**src/rtl/hashin_reader_pkg.sv**
```systemverilog
// Shared miner definitions: job framing constants, header geometry and the
// reader FSM state encoding. Also imported by the nonce generator.
// Pure declarations; no logic, no latency, no flow control.
package hashin_reader_pkg;

  // Job-start marker and default header length (64-bit words after the marker)
  localparam logic [63:0] PREAMBLE_DEF = 64'h8000000000000280;
  localparam int unsigned WORDS_DEF    = 10;

  // 80-byte block header
  localparam int unsigned HDR_W   = 640;
  localparam int unsigned NONCE_W = 32;

  typedef enum logic [2:0] {
    ST_IDLE,
    ST_HUNT,
    ST_LOAD,
    ST_NONCE,
    ST_CHECK,
    ST_PRESENT
  } state_t;

  // The nonce field sits little-endian in the last 32 bits of the header;
  // return it as a plain 32-bit number for comparison with the nonce FIFO.
  function automatic logic [NONCE_W-1:0] hdr_nonce(input logic [HDR_W-1:0] hdr);
    return {hdr[7:0], hdr[15:8], hdr[23:16], hdr[31:24]};
  endfunction

endpackage

```
**src/rtl/hashin_reader_if.sv**
```systemverilog
// Bundle of the two FIFO read ports and the job handoff to the hash core.
// Wires only; read data is expected one cycle after an accepted read.
// Job handoff is valid/ready; FIFO side is read-enable/empty.
//
// master: the reader (drives read enables and the job), slave: FIFOs + core.
interface hashin_reader_if;
  import hashin_reader_pkg::*;

  logic                 hashin_fifo_empty;
  logic                 hashin_fifo_re;
  logic [63:0]          hashin_fifo_dout;
  logic                 nonce_fifo_empty;
  logic                 nonce_fifo_re;
  logic [NONCE_W-1:0]   nonce_fifo_dout;
  logic                 job_valid;
  logic                 job_ready;
  logic [HDR_W-1:0]     job_header;
  logic [NONCE_W-1:0]   job_nonce;

  modport master (
    input  hashin_fifo_empty, hashin_fifo_dout,
    input  nonce_fifo_empty,  nonce_fifo_dout,
    input  job_ready,
    output hashin_fifo_re, nonce_fifo_re,
    output job_valid, job_header, job_nonce
  );

  modport slave (
    output hashin_fifo_empty, hashin_fifo_dout,
    output nonce_fifo_empty,  nonce_fifo_dout,
    output job_ready,
    input  hashin_fifo_re, nonce_fifo_re,
    input  job_valid, job_header, job_nonce
  );

endinterface

```
**src/rtl/hashin_reader_job_out.sv**
```systemverilog
// Job output register: holds one assembled header/nonce for the hash core.
// Latency: valid rises the cycle after load; clears the cycle after valid&&ready.
// Backpressure: contents held stable while valid && !ready; load only when empty.
//
// Ports: clk, rst_n (sync, active-low), load/header_in/nonce_in from the reader,
// ready from the core, valid/header/nonce to the core.
module job_out_reg
  import hashin_reader_pkg::*;
(
  input  logic                 clk,
  input  logic                 rst_n,
  input  logic                 load,
  input  logic [HDR_W-1:0]     header_in,
  input  logic [NONCE_W-1:0]   nonce_in,
  input  logic                 ready,
  output logic                 valid,
  output logic [HDR_W-1:0]     header,
  output logic [NONCE_W-1:0]   nonce
);

  always_ff @(posedge clk) begin
    if (!rst_n) begin
      valid  <= 1'b0;
      header <= '0;
      nonce  <= '0;
    end else if (load) begin
      valid  <= 1'b1;
      header <= header_in;
      nonce  <= nonce_in;
    end else if (valid && ready) begin
      valid  <= 1'b0;
    end
  end

endmodule

```
**src/rtl/hashin_reader.sv**
```systemverilog
// Hashin reader: hunts for the preamble, gathers WORDS header words plus a nonce,
// checks the embedded nonce and hands the job to the hash core.
// Latency: last header word captured -> job_valid in 3 cycles (nonce FIFO non-empty).
// Backpressure: no FIFO reads while a job waits for job_ready; stop aborts reads at once.
//
// Ports: clk, rst_n (sync, active-low), stop (level abort), bus (FIFO reads + job
// handoff, master side), stop_ack (high in IDLE), sync_err_cnt (saturating count of
// words discarded while hunting), nonce_err (sticky header/nonce mismatch flag).
module hashin_reader
  import hashin_reader_pkg::*;
#(
  parameter int unsigned WORDS    = WORDS_DEF,
  parameter logic [63:0] PREAMBLE = PREAMBLE_DEF
) (
  input  logic                  clk,
  input  logic                  rst_n,
  input  logic                  stop,
  hashin_reader_if.master       bus,
  output logic                  stop_ack,
  output logic [15:0]           sync_err_cnt,
  output logic                  nonce_err
);

  localparam int unsigned    CNT_W   = $clog2(WORDS + 1);
  localparam logic [CNT_W:0] WORDS_C = (CNT_W + 1)'(WORDS);
  localparam logic [CNT_W-1:0] LAST_C = CNT_W'(WORDS - 1);

  state_t               state_q, state_d;
  logic [HDR_W-1:0]     header_q;
  logic [CNT_W-1:0]     cnt_q;
  logic [NONCE_W-1:0]   nonce_q;
  logic                 hrd_pend_q;   // hashin data arrives this cycle
  logic                 nrd_pend_q;   // nonce data arrives this cycle
  logic [15:0]          err_cnt_q;
  logic                 nonce_err_q;

  logic                 hre;
  logic                 nre;
  logic                 job_load;
  logic [CNT_W:0]       committed;    // words captured or already in flight

  assign committed = {1'b0, cnt_q} + (CNT_W + 1)'(hrd_pend_q);

  // Next state and read enables
  always_comb begin
    state_d  = state_q;
    hre      = 1'b0;
    nre      = 1'b0;
    job_load = 1'b0;
    unique case (state_q)
      ST_IDLE: begin
        if (!stop) state_d = ST_HUNT;
      end
      ST_HUNT: begin
        if (stop) begin
          state_d = ST_IDLE;
        end else begin
          // Keep streaming: a read issued alongside the preamble capture
          // returns header word 0 in the first LOAD cycle.
          hre = !bus.hashin_fifo_empty;
          if (hrd_pend_q && bus.hashin_fifo_dout == PREAMBLE) state_d = ST_LOAD;
        end
      end
      ST_LOAD: begin
        if (stop) begin
          state_d = ST_IDLE;
        end else begin
          // Never put more than WORDS reads in flight for this job.
          hre = !bus.hashin_fifo_empty && (committed < WORDS_C);
          if (hrd_pend_q && cnt_q == LAST_C) begin
            state_d = ST_NONCE;
            // Fetch the nonce together with the last header capture to
            // shorten the path to job_valid.
            nre = !bus.nonce_fifo_empty;
          end
        end
      end
      ST_NONCE: begin
        if (stop) begin
          state_d = ST_IDLE;
        end else if (nrd_pend_q) begin
          state_d = ST_CHECK;
        end else begin
          nre = !bus.nonce_fifo_empty;
        end
      end
      ST_CHECK: begin
        if (stop) begin
          state_d = ST_IDLE;
        end else begin
          job_load = 1'b1;
          state_d  = ST_PRESENT;
        end
      end
      ST_PRESENT: begin
        // Abort waits for the pending handshake to finish.
        if (bus.job_valid && bus.job_ready) state_d = stop ? ST_IDLE : ST_HUNT;
      end
      default: state_d = ST_IDLE;
    endcase
  end

  // Reads are suppressed combinationally during reset so the reset cycle
  // itself never pops a FIFO.
  assign bus.hashin_fifo_re = hre & rst_n;
  assign bus.nonce_fifo_re  = nre & rst_n;

  always_ff @(posedge clk) begin
    if (!rst_n) begin
      state_q     <= ST_IDLE;
      header_q    <= '0;
      cnt_q       <= '0;
      nonce_q     <= '0;
      hrd_pend_q  <= 1'b0;
      nrd_pend_q  <= 1'b0;
      err_cnt_q   <= '0;
      nonce_err_q <= 1'b0;
    end else begin
      state_q    <= state_d;
      hrd_pend_q <= bus.hashin_fifo_re;
      nrd_pend_q <= bus.nonce_fifo_re;
      // Data arriving in an abort cycle or in IDLE is dropped.
      unique case (state_q)
        ST_IDLE: begin
          header_q <= '0;
          cnt_q    <= '0;
        end
        ST_HUNT: begin
          if (!stop && hrd_pend_q) begin
            if (bus.hashin_fifo_dout == PREAMBLE) begin
              header_q <= '0;
              cnt_q    <= '0;
            end else if (err_cnt_q != 16'hFFFF) begin
              err_cnt_q <= err_cnt_q + 16'd1;
            end
          end
        end
        ST_LOAD: begin
          // Preamble values here are ordinary header data.
          if (!stop && hrd_pend_q) begin
            header_q <= {header_q[HDR_W-65:0], bus.hashin_fifo_dout};
            cnt_q    <= cnt_q + CNT_W'(1);
          end
        end
        ST_NONCE: begin
          if (!stop && nrd_pend_q) nonce_q <= bus.nonce_fifo_dout;
        end
        ST_CHECK: begin
          if (!stop && hdr_nonce(header_q) != nonce_q) nonce_err_q <= 1'b1;
        end
        default: ;
      endcase
    end
  end

  job_out_reg u_job_out (
    .clk       (clk),
    .rst_n     (rst_n),
    .load      (job_load),
    .header_in (header_q),
    .nonce_in  (nonce_q),
    .ready     (bus.job_ready),
    .valid     (bus.job_valid),
    .header    (bus.job_header),
    .nonce     (bus.job_nonce)
  );

  assign stop_ack     = (state_q == ST_IDLE);
  assign sync_err_cnt = err_cnt_q;
  assign nonce_err    = nonce_err_q;

endmodule

```
**src/flat_wrapper.sv**
```systemverilog
// flat-port wrapper written by rule: the top's interface ports become plain ports
module hashin_reader_flat import hashin_reader_pkg::*;
#(
  parameter int unsigned WORDS    = WORDS_DEF,
  parameter logic [63:0] PREAMBLE = PREAMBLE_DEF
)
  (clk, rst_n, stop, stop_ack, sync_err_cnt, nonce_err, bus_hashin_fifo_empty, bus_hashin_fifo_dout, bus_nonce_fifo_empty, bus_nonce_fifo_dout, bus_job_ready, bus_hashin_fifo_re, bus_nonce_fifo_re, bus_job_valid, bus_job_header, bus_job_nonce);
  hashin_reader_if bus_i ();
  input  logic clk;
  input  logic rst_n;
  input  logic stop;
  output logic stop_ack;
  output logic [15:0] sync_err_cnt;
  output logic nonce_err;
  input wire logic [$bits(bus_i.hashin_fifo_empty)-1:0] bus_hashin_fifo_empty;
  input wire logic [$bits(bus_i.hashin_fifo_dout)-1:0] bus_hashin_fifo_dout;
  input wire logic [$bits(bus_i.nonce_fifo_empty)-1:0] bus_nonce_fifo_empty;
  input wire logic [$bits(bus_i.nonce_fifo_dout)-1:0] bus_nonce_fifo_dout;
  input wire logic [$bits(bus_i.job_ready)-1:0] bus_job_ready;
  output wire logic [$bits(bus_i.hashin_fifo_re)-1:0] bus_hashin_fifo_re;
  output wire logic [$bits(bus_i.nonce_fifo_re)-1:0] bus_nonce_fifo_re;
  output wire logic [$bits(bus_i.job_valid)-1:0] bus_job_valid;
  output wire logic [$bits(bus_i.job_header)-1:0] bus_job_header;
  output wire logic [$bits(bus_i.job_nonce)-1:0] bus_job_nonce;
  assign bus_i.hashin_fifo_empty = bus_hashin_fifo_empty;
  assign bus_i.hashin_fifo_dout = bus_hashin_fifo_dout;
  assign bus_i.nonce_fifo_empty = bus_nonce_fifo_empty;
  assign bus_i.nonce_fifo_dout = bus_nonce_fifo_dout;
  assign bus_i.job_ready = bus_job_ready;
  assign bus_hashin_fifo_re = bus_i.hashin_fifo_re;
  assign bus_nonce_fifo_re = bus_i.nonce_fifo_re;
  assign bus_job_valid = bus_i.job_valid;
  assign bus_job_header = bus_i.job_header;
  assign bus_job_nonce = bus_i.job_nonce;
  hashin_reader #(.WORDS(WORDS), .PREAMBLE(PREAMBLE)) u_core (.clk(clk), .rst_n(rst_n), .stop(stop), .bus(bus_i), .stop_ack(stop_ack), .sync_err_cnt(sync_err_cnt), .nonce_err(nonce_err));
endmodule
```
**config.mk**
```make
export PLATFORM = sky130hd
export DESIGN_NAME = hashin_reader_flat
export DESIGN_NICKNAME = d
export VERILOG_FILES = /design/src/rtl/hashin_reader_pkg.sv /design/src/rtl/hashin_reader_if.sv /design/src/rtl/hashin_reader_job_out.sv /design/src/rtl/hashin_reader.sv /design/src/flat_wrapper.sv
export SDC_FILE = /design/constraint.sdc
export NUM_CORES = 2
export LEC_CHECK = 0
export ABC_AREA = 1
export BUFFER_PORTS_ARGS = -buffer_cell sky130_fd_sc_hd__buf_2
export CAP_MARGIN = 5
export CORE_UTILIZATION = 45
export CTS_BUF_LIST = sky130_fd_sc_hd__clkbuf_16
export DETAILED_ROUTE_END_ITERATION = 6
export MAX_ROUTING_LAYER = met4
export PLACE_DENSITY = 0.68
export SLEW_MARGIN = 20
export SYNTH_ARGS = -nofsm -noshare
export SYNTH_HDL_FRONTEND = slang
export SYNTH_SLANG_ARGS = --single-unit
```
**constraint.sdc**
```tcl
create_clock -name clk -period 3.52 [get_ports clk]
set_input_delay 0.352 -clock clk [delete_from_list [all_inputs] [get_ports clk]]
set_output_delay 0.352 -clock clk [all_outputs]
set_load 0.01 [all_outputs]
```
* Yosys cells after proc, flatten, opt, wreduce, memory -nomap -nowiden
Cells that the tools add are included.
Operators by class: $add $sub $neg 3, order comparisons 1, equal/unequal tests 17, multiplexer cells 31, bitwise gates (word level) 3, reductions and logical operators 18
Operators by type and width (number):
- two-way mux 640 bit | 3
- case mux 640 bit (3 select lines) | 1
- == test 64 bit, second input constant | 1
- != test 32 bit | 1
- two-way mux 3 bit | 9
- case mux 3 bit (6 select lines) | 1
- adder 16 x 1 -> 16 bit, second input constant | 1
- != test 16 bit, second input constant | 1
- two-way mux 4 bit | 3
- case mux 4 bit (3 select lines) | 1
- two-way mux 1 bit | 11
- != test 3 x 2 -> 1 bit, second input constant | 3
- != test 2 x 1 -> 1 bit, second input constant | 4
- AND reduction 4 bit | 2
- logical AND 1 bit | 7
- == test 3 x 2 -> 1 bit, second input constant | 2
- == test 3 bit, second input constant | 2
- adder 4 x 1 -> 5 bit | 1
- less-than comparator 5 x 4 -> 1 bit, second input constant | 1
- AND reduction 5 bit | 1
- adder 4 x 1 -> 4 bit, second input constant | 1
- == test 4 bit, second input constant | 1
- case mux 1 bit (2 select lines) | 2
- AND reduction 2 bit | 2
- 8 further kinds | 11
Word-level totals: flip-flop bits (word level) 1371, input bits 102, logic and storage cells 84

* Longest topological paths before layout
word-level depth 6, gate-level depth with buffers 15, mapped depth without buffers 12

* Hierarchy
A second synthesis with hierarchy kept.
Unflattened totals: cells, all modules 7697, area total of the unflattened synthesis 55042.8 sq um
Modules (own cells, without submodules):
- hashin_reader | instances 1, cells each 4779, area each 31747.9 sq um, sequential area each 13973.4 sq um
- job_out_reg | instances 1, cells each 2918, area each 23294.8 sq um, sequential area each 13472.9 sq um

* Worst setup path after synthesis
Ideal clock, no wire load.
kind reg2reg, start point register u_core.err_cnt_q[0] (netlist: u_core.sync_err_cnt[0]), end point register u_core.err_cnt_q[5] (netlist: u_core.sync_err_cnt[5]), library setup time 70 ps, arrival time 1820 ps, data required time 3450 ps, setup slack 1629 ps, cell stages (with the launch flop) 11, clock period less this slack 1891 ps, cells stage by stage dfxtp_1 -> ha_1 -> nand2_1 -> nor2_1 -> nand2_1 -> o21a_1 -> buf_2 -> nand3_1 -> buf_4 -> nand2_1 -> a21oi_1
Between the ends: word-level cells in the longest chain between the ends 2, elaborated cells between the ends (all ways) 3, those cells by class 1 x add/sub; 1 x eq/ne; 1 x reduce/logical
RTL lines:
- start, declared | RTL line hashin_reader.sv:34 | logic [15:0] err_cnt_q;
- start signal, assigned | RTL line hashin_reader.sv:134 | err_cnt_q <= err_cnt_q + 16'd1;
- parallel branches: the longest is 2 deep, another holds adder 16 x 1 -> 16 bit
Parallel ways; which one is timed is not known. A chain may end at the register's enable or synchronous reset.

* Worst setup path after layout
start point register u_core.state_q[1], end point output bus_nonce_fifo_re
Between the ends: word-level cells in the longest chain between the ends 3, elaborated cells between the ends (all ways) 4, those cells by class 2 x eq/ne; 1 x mux; 1 x bitwise
RTL lines:
- start, declared | RTL line hashin_reader.sv:28 | state_t state_q, state_d;
- start signal, assigned | RTL line hashin_reader.sv:119 | state_q <= state_d;
- == test 3 x 2 -> 1 bit | RTL line hashin_reader.sv:50 | unique case (state_q)
- case mux 1 bit (2 select lines) (*) | RTL line hashin_reader.sv:50
- bitwise AND 1 bit (*) | RTL line hashin_reader.sv:106 | assign bus.nonce_fifo_re = nre & rst_n;
- end, declared | RTL line flat_wrapper.sv:21 | output wire logic [$bits(bus_i.nonce_fifo_re)-1:0] bus_nonce_fifo_re;
Every way passes the cells marked *; elsewhere a longest branch is shown, timed or not.

==> Implementation_results.wiki <==
{| class="wikitable"
! Metric !! Value
|-
| Largest stage delay on the critical path || 430 ps
|-
| Global-route wire length before repair || 260000 µm
|-
| Core box area || 114000 µm²
|-
| Pin count of the biggest net entering global routing || 204
|-
| Critical path class || register to primary output
|-
| Final wirelength || 176000 µm
|-
| Unrepaired setup endpoints after global routing || false
|-
| Share of cells above drive strength 1 || 14.4%
|-
| Post-Layout Cell Count || 9152
|-
| Buffers on Ports || 794
|-
| Cell family with the largest share of critical-path delay || simple AND/OR/NAND/NOR gates
|-
| Count of unique library cells instantiated by Yosys || 28
|-
| Largest cells by area after synthesis || dfxtp_1 (53%), nand2_1 (10%), o21ai_0 (6.8%), a21oi_1 (6.6%), nand3_1 (6.0%)
|-
| Total overflow reported by the global router || 0
|-
| Flip-flop and latch count after synthesis || 1371
|-
| Sequential standard cell area || 27400 µm²
|-
| Final period utilization || 81.8%
|-
| Worst slew margin relative to its limit || 31.2%
|-
| Largest fanout on the critical path || 5
|-
| Number of maximum-capacitance constraint violations || 0
|-
| H-tree depth reported by CTS || 4
|-
| Result of the run || completed
|-
| Vias after detailed routing || 47000
|-
| Clock Latency Late Sink || 760 ps
|-
| Dpl hpwl || 123000 µm
|-
| Cell-by-cell listing of the critical path || inv_1 > nor2_1 > nand2_1 > nor2_1 > inv_1 > o21ai_0 > and3_1 > buf_2
|-
| Die footprint || 117000 µm²
|-
| Worst clock skew || 32.2 ps
|-
| Period minus WS final || 2880 ps
|-
| Multiplexer share of the synthesized area || 0%
|-
| Leak Pwr || 0.0297 µW
|-
| Via count of the first global-routing pass || 42800
|-
| Global-route total usage across every layer || 29.8%
|-
| Top-Level Pins || 795
|-
| Multi-input combinational cell area || 19300 µm²
|-
| Largest family of logic cells by synthesized area || simple AND/OR/NAND/NOR gates
|-
| Detailed-router iteration count before antenna repair || 6
|-
| Final worst-path setup slack || 641 ps
|-
| Num CTS Buffers || 142
|-
| Worst Setup End Kind || primary output
|-
| Placed Cells || 8793
|-
| Final setup violation count || 0
|-
| Nets || 7628
|-
| Category of the worst setup path launch point || register
|-
| Arrival time worst endpoint || 2530 ps
|-
| Wire length per cell || 19.2 µm
|-
| Post-place setup slack || 729 ps
|-
| Initial cell density of the core || 45.3%
|-
| Compound-Gate Fraction of Synth Area || 13.5%
|-
| Routability-driven placement congestion ratio || 0.941
|-
| Number of hold violations in the final report || 0
|-
| Number of warning messages in the yosys log || 0
|-
| Filler cell count in the final layout || 10700
|-
| Highest Clock Rate || 347 MHz
|-
| DRT iter0 DRCs || 4132
|-
| Syn Std Cell Area || 51800 µm²
|-
| Fraction of registers with async set or reset after synthesis || 0%
|-
| Mapped Avg Cell Area || 7.50 µm²
|-
| Fin. max-slew vios || 0
|-
| Post-synthesis cell count || 6913
|-
| Seq/Total Area, Yosys || 52.9%
|-
| Worst EP required || 3170 ps
|-
| Antenna violations before repair || 0
|-
| Slew at the pin with the worst max-slew slack || 1030 ps
|-
| DIE WIDTH || 341 µm
|-
| Post-detailed-placement cell area || 56600 µm²
|-
| Portion of synthesized cell area occupied by the leading cell type || 52.9%
|-
| Count of flip-flops with a built-in enable after synthesis || 0
|-
| Floorplan die height || 341 µm
|-
| Area grow syn2layout || 19.9%
|-
| Adder-Cell Fraction of Synth Area || 0.0965%
|-
| Parity-gate share of the synthesized area counting xor and xnor cells || 0.659%
|-
| Largest buffer count on any clock path || 3
|-
| Number of rows created at floorplan || 124
|-
| Post-CTS clock slew at the launch and capture registers of the worst setup and hold paths || 60 ps
|-
| Final design area excluding fillers || 62100 µm²
|-
| Clock Root Buffer || clkbuf_16
|-
| Top flip-flop cell by instance count after synthesis || dfxtp_1
|-
| Total number of clock tree sinks || 1371
|-
| VDD IR-drop max || 0.479 mV
|-
| Cell area power density || 766 nW/µm²
|-
| Biggest area consumer among synthesized cells || dfxtp_1
|-
| Critical path buffers and inverters || 3
|-
| Sum Neg Setup Slack || 0 ps
|-
| Simple logic cell fraction of the synthesized area || 23.0%
|-
| Class of the tightest hold or removal check || primary input to register
|-
| TritonCTS clock tree || yes
|-
| Synthesized net count || 7019
|-
| Worst hold slack || 21.3 ps
|-
| Post-route DRC || 0
|-
| Crit-path slowest cell || dfxtp_1
|-
| Post-route antenna net violation count || 0
|-
| Drt via density || 5.14
|}
tightest hold or removal path: stages:
cell and delay [ps]:
buf_2 100, inv_1 60, nand3_1 110, nand2_1 60
nor2_1 70
per-stage QoR:
stage / total power [µW] / utilization (%)
floorplan: 28700 / -
global placement: 32700 / 49.5
detailed placement: 32900 / 49.5
CTS: 47700 / 54.3
global route: 50300 / 54.3
finish: 47600 / 54.3
timing repair:
action / 4_1_cts / 5_1_grt
setup buffers: 0 / 0
endpoints found under the hold margin: 128 / 0
hold buffers: 97 / 0
resized for setup: 0 / 0
synth_stat cells, types with 3 or more instances:
cell type  number
nand2_1      1383
buf_1          21
inv_1         683
buf_6          23
nor2_1        805
xor2_1         10
a21oi_1       688
nand3b_1       55
buf_2         172
nand3_1       617
nand4_1        22
dfxtp_1      1371
buf_4          35
clkbuf_1      271
o21ai_0       708
clkbuf_4        3
ha_1            4
xnor2_1        29
placed cells by master, fill, tap and decap left out, types with 10 or more instances in the layout:
cell / instances
nand2_1: 1382
dfxtp_1: 1371
nor2_1: 805
buf_2: 793
inv_1: 718
o21ai_0: 708
a21oi_1: 688
nand3_1: 617
clkbuf_16: 147
dlygate4sd3_1: 97
nand3b_1: 55
buf_4: 50
buf_12: 49
clkinv_1: 29
xnor2_1: 29
clkinv_2: 24
nand4_1: 22
xor2_1: 10
bufinv_16: 10
state kept, by name, summed over array words and instances (netlist names):
signal and cells:
u_core.cnt_q 4, u_core.sync_err_cnt 16, u_core.hrd_pend_q 1, u_core.u_job_out.valid 1, u_core.header_q 640, u_core.state_q 3, u_core.nonce_q 32, u_core.u_job_out.header 640
u_core.nonce_err 1, u_core.nrd_pend_q 1, u_core.u_job_out.nonce 32
cell families after synthesis:
| family | after synthesis |
|---|---|
| flops | 1371 |
| xor+xnor | 39 |
| compound gates | 1397 |
| fa+ha+maj | 4 |
| buf+inv | 1210 |
| simple gates | 2892 |
final timing paths:
| path | from | depth (start not counted) | end | slack (ps) |
|---|---|---|---|---|
| worst max-delay path | u_core.state_q[1] | 8 | bus_nonce_fifo_re | 640 |
| worst max register to register | u_core.hrd_pend_q | 9 | u_core.header_q[422] | 880 |
| worst min register to register | u_core.header_q[639] | 2 | u_core.u_job_out.header[639] | 440 |
| worst min-delay path | bus_hashin_fifo_dout[52] | 5 | u_core.header_q[52] | 20 |
final cells by class:
class / instances / share of cell area [%]
diodes: 2 / 0.00806
clock buffers: 147 / 5.92
clock inverters: 113 / 1.40
inverters: 685 / 4.15
multi-input cells: 4332 / 31.1
flip-flops and latches: 1371 / 44.2
well taps: 1512 / 3.05
repair buffers: 990 / 10.2
power breakdown:
part           internal, µW  leakage, µW  switching (µW)
Combinational          4450       0.0162           10500
Clock                  8340      0.00237            6400
Sequential            17400       0.0111             521
routing by layer:
| metal | global-route usage [%] | vias to the layer above | share of wire [%] |
|---|---|---|---|
| met2 | 45.1 | 1853 | 45 |
| met4 | 16.4 | 0 | 5.9 |
| met1 | 36.7 | 21600 | 41 |
| met5 | - | - | 0 |
| met3 | 6.69 | 393 | 8.2 |
| li1 | - | 23100 | - |
Power figures use the tool's default switching activity.
